<file path="src/rtl/attention_feeder.sv">
// attention_feeder: streams Q/K/V into register banks, kicks the attention core and returns its result.
module attention_feeder #(
  parameter int N       = 4,
  parameter int DW      = 16,
  parameter int TIMEOUT = 16
) (
  input  logic                   clk,
  input  logic                   rst,
  input  logic                   in_valid,
  output logic                   in_ready,
  input  logic [DW-1:0]          in_data,
  output logic [N-1:0][DW-1:0]   core_q,
  output logic [N-1:0][DW-1:0]   core_k,
  output logic [N-1:0][DW-1:0]   core_v,
  output logic                   core_start,
  input  logic                   core_done,
  input  logic [DW-1:0]          core_y,
  output logic                   out_valid,
  input  logic                   out_ready,
  output logic [DW-1:0]          out_data,
  output logic                   out_err,
  output logic                   busy
);
  localparam int CW = $clog2(3 * N);
  localparam int TW = $clog2(TIMEOUT);
  localparam logic [1:0] LOAD = 2'd0, START = 2'd1, WAIT = 2'd2, OUT = 2'd3;
  logic [1:0]                state_q, state_d;
  logic [CW-1:0]             cnt_q, cnt_d;
  logic [TW-1:0]             timer_q, timer_d;
  logic [N-1:0][DW-1:0]      qv_q, qv_d, kv_q, kv_d, vv_q, vv_d;
  logic                      start_q, start_d, ov_q, ov_d, err_q, err_d;
  logic [DW-1:0]             data_q, data_d;
  assign in_ready   = (state_q == LOAD) && !rst;
  assign busy       = state_q != LOAD;
  assign core_q     = qv_q;
  assign core_k     = kv_q;
  assign core_v     = vv_q;
  assign core_start = start_q;
  assign out_valid  = ov_q;
  assign out_err    = err_q;
  assign out_data   = data_q;
  always_comb begin
    state_d = state_q;
    cnt_d   = cnt_q;
    timer_d = timer_q;
    qv_d    = qv_q;
    kv_d    = kv_q;
    vv_d    = vv_q;
    start_d = 1'b0;
    ov_d    = ov_q;
    err_d   = err_q;
    data_d  = data_q;
    case (state_q)
      LOAD: if (in_valid) begin
        for (int i = 0; i < N; i++) begin
          if (cnt_q == CW'(i))         qv_d[i] = in_data;
          if (cnt_q == CW'(i + N))     kv_d[i] = in_data;
          if (cnt_q == CW'(i + 2 * N)) vv_d[i] = in_data;
        end
        start_d = cnt_q == CW'(3 * N - 1);
        state_d = start_d ? START : LOAD;
        cnt_d   = start_d ? '0 : cnt_q + 1'b1;
      end
      START: begin
        state_d = WAIT;
        timer_d = '0;
      end
      WAIT: if (core_done || timer_q == TW'(TIMEOUT - 1)) begin
        // done has priority over a timeout landing on the same edge
        data_d  = core_done ? core_y : '0;
        err_d   = !core_done;
        ov_d    = 1'b1;
        state_d = OUT;
      end else begin
        timer_d = timer_q + 1'b1;
      end
      default: if (out_ready) begin
        ov_d    = 1'b0;
        err_d   = 1'b0;
        state_d = LOAD;
      end
    endcase
  end
  always_ff @(posedge clk or posedge rst) begin
    if (rst) begin
      state_q <= LOAD;
      cnt_q   <= '0;
      timer_q <= '0;
      qv_q    <= '0;
      kv_q    <= '0;
      vv_q    <= '0;
      start_q <= 1'b0;
      ov_q    <= 1'b0;
      err_q   <= 1'b0;
      data_q  <= '0;
    end else begin
      state_q <= state_d;
      cnt_q   <= cnt_d;
      timer_q <= timer_d;
      qv_q    <= qv_d;
      kv_q    <= kv_d;
      vv_q    <= vv_d;
      start_q <= start_d;
      ov_q    <= ov_d;
      err_q   <= err_d;
      data_q  <= data_d;
    end
  end
endmodule

</file>
<file path="config.mk">
export PLATFORM = sky130hd
export DESIGN_NAME = attention_feeder
export DESIGN_NICKNAME = d
export VERILOG_FILES = /design/src/rtl/attention_feeder.sv
export SDC_FILE = /design/constraint.sdc
export NUM_CORES = 1
export LEC_CHECK = 0
export CORE_UTILIZATION = 51
export CTS_CLUSTER_SIZE = 40
export DETAILED_ROUTE_END_ITERATION = 8
export HOLD_SLACK_MARGIN = 0.06
export PLACE_DENSITY = 0.86
export SYNTH_ARGS = -nofsm -noshare
export SYNTH_HDL_FRONTEND = slang
export SYNTH_SLANG_ARGS = --single-unit
</file>
<file path="constraint.sdc">
create_clock -name clk -period 21.9 [get_ports clk]
set_clock_uncertainty 0.2 [all_clocks]
set_input_delay 2.19 -clock clk [delete_from_list [all_inputs] [get_ports clk]]
set_output_delay 2.19 -clock clk [all_outputs]
set_load 0.005 [all_outputs]
</file>
==> flow_summary.rst <==
.. list-table::
   :header-rows: 1

   * - Metric
     - Value
   * - Type of the most critical hold path
     - reg2reg
   * - Final count of hold timing violations
     - 0
   * - Number of search-and-repair iterations in the first detailed-routing pass
     - 4
   * - Average cell area after synthesis
     - 16.01 µm²
   * - Total inserted antenna cells
     - 0
   * - Net count of the finished layout
     - 830
   * - Number of gates resized after CTS
     - 0
   * - Leakage dissipation
     - 5.481 nW
   * - Grt met1 use
     - 31.27%
   * - Layout cell share with drive strength beyond 1
     - 30.71%
   * - Die span in x
     - 132.8 µm
   * - Number of clock sinks
     - 221
   * - Number of synthesized flops with an enable pin
     - 0
   * - Number of nets in the synthesized netlist
     - 590
   * - Setup Total Neg Slack
     - 0 ns
   * - Initial cell density of the core
     - 52.42%
   * - Largest buffer count on any clock path
     - 3
   * - CP Data Arrival Time
     - 3.38 ns
   * - Clock root buffer
     - sky130_fd_sc_hd__clkbuf_16
   * - Final Cycle Share
     - 26.37%
   * - Source-to-sink clock delay at the later pin of the worst-skew pair
     - 0.51 ns
   * - Largest fanout of any net on the critical path
     - 2
   * - Aggregate routed wire length
     - 21,670 µm
   * - Vias/cell
     - 5.432
   * - CTS H-tree depth
     - 1
   * - Combinational fraction of design power
     - 37.0%
   * - Share of async-settable or async-resettable flops after synthesis
     - 100.0%
   * - Total via count in the routed design
     - 5,546
   * - Commonest cells after routing, fill and taps aside
     - sky130_fd_sc_hd__clkdlybuf4s50_1 (249), sky130_fd_sc_hd__dfrtp_1 (221), sky130_fd_sc_hd__mux2_2 (190)
   * - Number of global-route vias before repair
     - 5,980
   * - Count of cell types in the netlist
     - 37
   * - Worst setup path category
     - in2out
   * - Global routing met3 resource utilization
     - 5.632%
   * - Num rows
     - 47
   * - Total net switching power
     - 0.0004754 W
   * - Number of design rule violations left after detail routing
     - 0
   * - Vertical extent of the die
     - 132.8 µm
   * - Register area share after synthesis
     - 63.40%
   * - Synth Cell Area
     - 8723 µm²
   * - Die area
     - 17,630 µm²
   * - Post-DRT Antenna Nets
     - 0
   * - Max Clk Rate
     - 173.2 MHz
   * - Number of antenna violations at the first check in global routing
     - 0
   * - Final setup fails
     - 0
   * - Library cell appearing most often on the critical path
     - sky130_fd_sc_hd__clkdlybuf4s50_1
   * - Critical path data required time
     - 19.51 ns
   * - Global-route total usage across every layer
     - 25.02%
   * - Maximum resistive drop on vdd
     - 0.07132 mV
   * - Register-to-register setup slack
     - 19.20 ns
   * - Number of standard cells after synthesis
     - 545
   * - Number of synthesis warnings
     - 0
   * - Worst-path clk slew
     - 0.06 ns
   * - Cells along the critical path
     - clkdlybuf4s50_1 > nor2_1 > clkdlybuf4s50_1
   * - DPL Wire Length
     - 15,000 µm
   * - RSZ-0062 raised after global routing
     - false
   * - Most common flop cell mapped by yosys
     - sky130_fd_sc_hd__dfrtp_1
   * - Cell Pwr Density
     - 141.3 nW/µm²
   * - GRT busiest layer
     - met2
   * - Kind of end point of the critical path
     - output pin
   * - Global placement routability congestion
     - 0.8517
   * - Most frequent standard cell in the layout excluding fill and tap cells
     - sky130_fd_sc_hd__clkdlybuf4s50_1
   * - Number of flip-flops and latches in the synthesized netlist
     - 221
   * - Hold-fix buffer count after cts
     - 0
   * - Fin crit period
     - 5.774 ns
   * - Slew at the pin closest to its max-slew limit
     - 1.214 ns
   * - Utilization of the core after routing
     - 72.33%
   * - Area growth from synthesis to layout
     - 37.98%
   * - Post-CTS Setup Repair Bufs
     - 0
   * - Floorplan Core Area
     - 16,640 µm²
   * - Maximum number of pins on one net before global-route repair
     - 143
   * - Routed length per placed instance
     - 21.22 µm
   * - Drt first-iter violations
     - 235
   * - Overall overflow remaining after global route
     - 0
   * - Net switching fraction of the power
     - 27.95%
   * - Reg power frac
     - 40.0%
   * - Met2 Usage GRT
     - 43.48%
   * - Maxcap violations
     - 0
   * - Share of power burned in the clock network
     - 23.0%
   * - Result of the run
     - finished, final reports clean
   * - Total count of max-transition violations in the final report
     - 0
   * - Delay of the slowest cell on the worst path
     - 0.53 ns
   * - Cell type of the slowest stage on the worst timing path
     - sky130_fd_sc_hd__clkdlybuf4s50_1
   * - First-pass GRT wire length
     - 34,340 µm
   * - Number of buffers added by the clock tree synthesis step
     - 23
   * - Number of top-level pins
     - 250
   * - IO Port Bufs
     - 249
   * - Startpoint type of the worst setup path
     - primary input
   * - Internal power
     - 0.001226 W
   * - TritonCTS clock tree
     - done
   * - Remaining max-slew budget at the tightest pin
     - 18.50%
[power by group through the flow]
| stage | registers [W] | clock network, W | logic [W] |
|---|---|---|---|
| after floorplan | 0.000677 | 0 | 0.000236 |
| after global placement | 0.000670 | 0 | 0.000610 |
| after detailed placement | 0.000683 | 0 | 0.000631 |
| after CTS | 0.000680 | 0.000398 | 0.000636 |
| after global routing | 0.000700 | 0.000415 | 0.000668 |
| final | 0.000680 | 0.000391 | 0.000629 |
[metal layers]
layer,up-vias,wire (µm)
met5,-,0
met4,0,507
met3,34,1254
met2,194,10960
met1,2916,8947
li1,2402,-
[cell families after synthesis]
| group | count (synthesis) | synth area share, % |
|---|---|---|
| buffers and inverters | 43 | 3.069 |
| xor gates and xnor gates | 1 | 0.1004 |
| adders and majority gates | 8 | 1.147 |
| muxes | 197 | 25.37 |
| and+or+nand+nor | 41 | 3.815 |
| DFF | 221 | 63.40 |
| AOI/OAI and AO/OA | 34 | 3.098 |
[worst max-delay path: cells and delay by family]
family / cells / cell delay, ns
buffers and inverters: 2 / 1.05
and+or+nand+nor: 1 / 0.15
[cells in the mapped netlist, types with 3 or more instances]
cell	n	area, µm²
sky130_fd_sc_hd__dfrtp_1	221	5530
sky130_fd_sc_hd__mux2_2	190	2140
sky130_fd_sc_hd__a22o_1	18	157.7
sky130_fd_sc_hd__clkbuf_1	18	67.56
sky130_fd_sc_hd__buf_6	12	135.1
sky130_fd_sc_hd__ha_1	8	100.1
sky130_fd_sc_hd__inv_1	8	30.03
sky130_fd_sc_hd__nand2_1	7	26.28
sky130_fd_sc_hd__nand3_1	6	30.03
sky130_fd_sc_hd__nor2_4	6	67.56
sky130_fd_sc_hd__nand2b_1	5	31.28
sky130_fd_sc_hd__o21ai_0	5	25.02
sky130_fd_sc_hd__buf_4	4	30.03
sky130_fd_sc_hd__mux2i_1	4	40.04
sky130_fd_sc_hd__nand3_4	4	70.07
sky130_fd_sc_hd__mux2_1	3	33.78
[cell type report]
class	count	area, µm²
clock buffer	31	645.6
clock inverter	10	122.6
fill	1076	4606
inverter	8	37.54
multi-input combinational	281	2925
sequential	221	5530
tap	220	275.3
timing repair buffer	250	2500
[through the flow]
step	power, W	cells	hold WS, ns	cell area [µm²]	setup WS, ns
after global placement	0.001280	980	0.2726	11270	16.17
after floorplan	0.0009124	545	0.2728	8723	13.46
after detailed placement	0.001313	980	0.2787	11270	16.15
after global routing	0.001784	1021	0.3119	12040	16.12
final	0.001701	1021	0.2910	12040	16.13
after CTS	0.001714	1021	0.2939	12040	16.15
[flip-flops by register name, indices dropped and copies added (netlist names)]
register / cells
state_q: 2
timer_q: 4
out_valid: 1
core_q: 64
core_start: 1
cnt_q: 4
out_data: 16
core_k: 64
core_v: 64
out_err: 1
[path summary, 6_finish.rpt]
check,start,cells after the start,endpoint
max,rst,3,in_ready
min,core_q[55]$_DFFE_PP0P_,1,core_q[55]$_DFFE_PP0P_
max reg2reg,state_q[1]$_DFFE_PP0P_,5,core_q[54]$_DFFE_PP0P_
min reg2reg,core_q[55]$_DFFE_PP0P_,1,core_q[55]$_DFFE_PP0P_
max in group asynchronous,rst,3,core_q[59]$_DFFE_PP0P_
min in group asynchronous,rst,2,core_q[62]$_DFFE_PP0P_
Note: power is estimated with default switching activity, not from simulation.
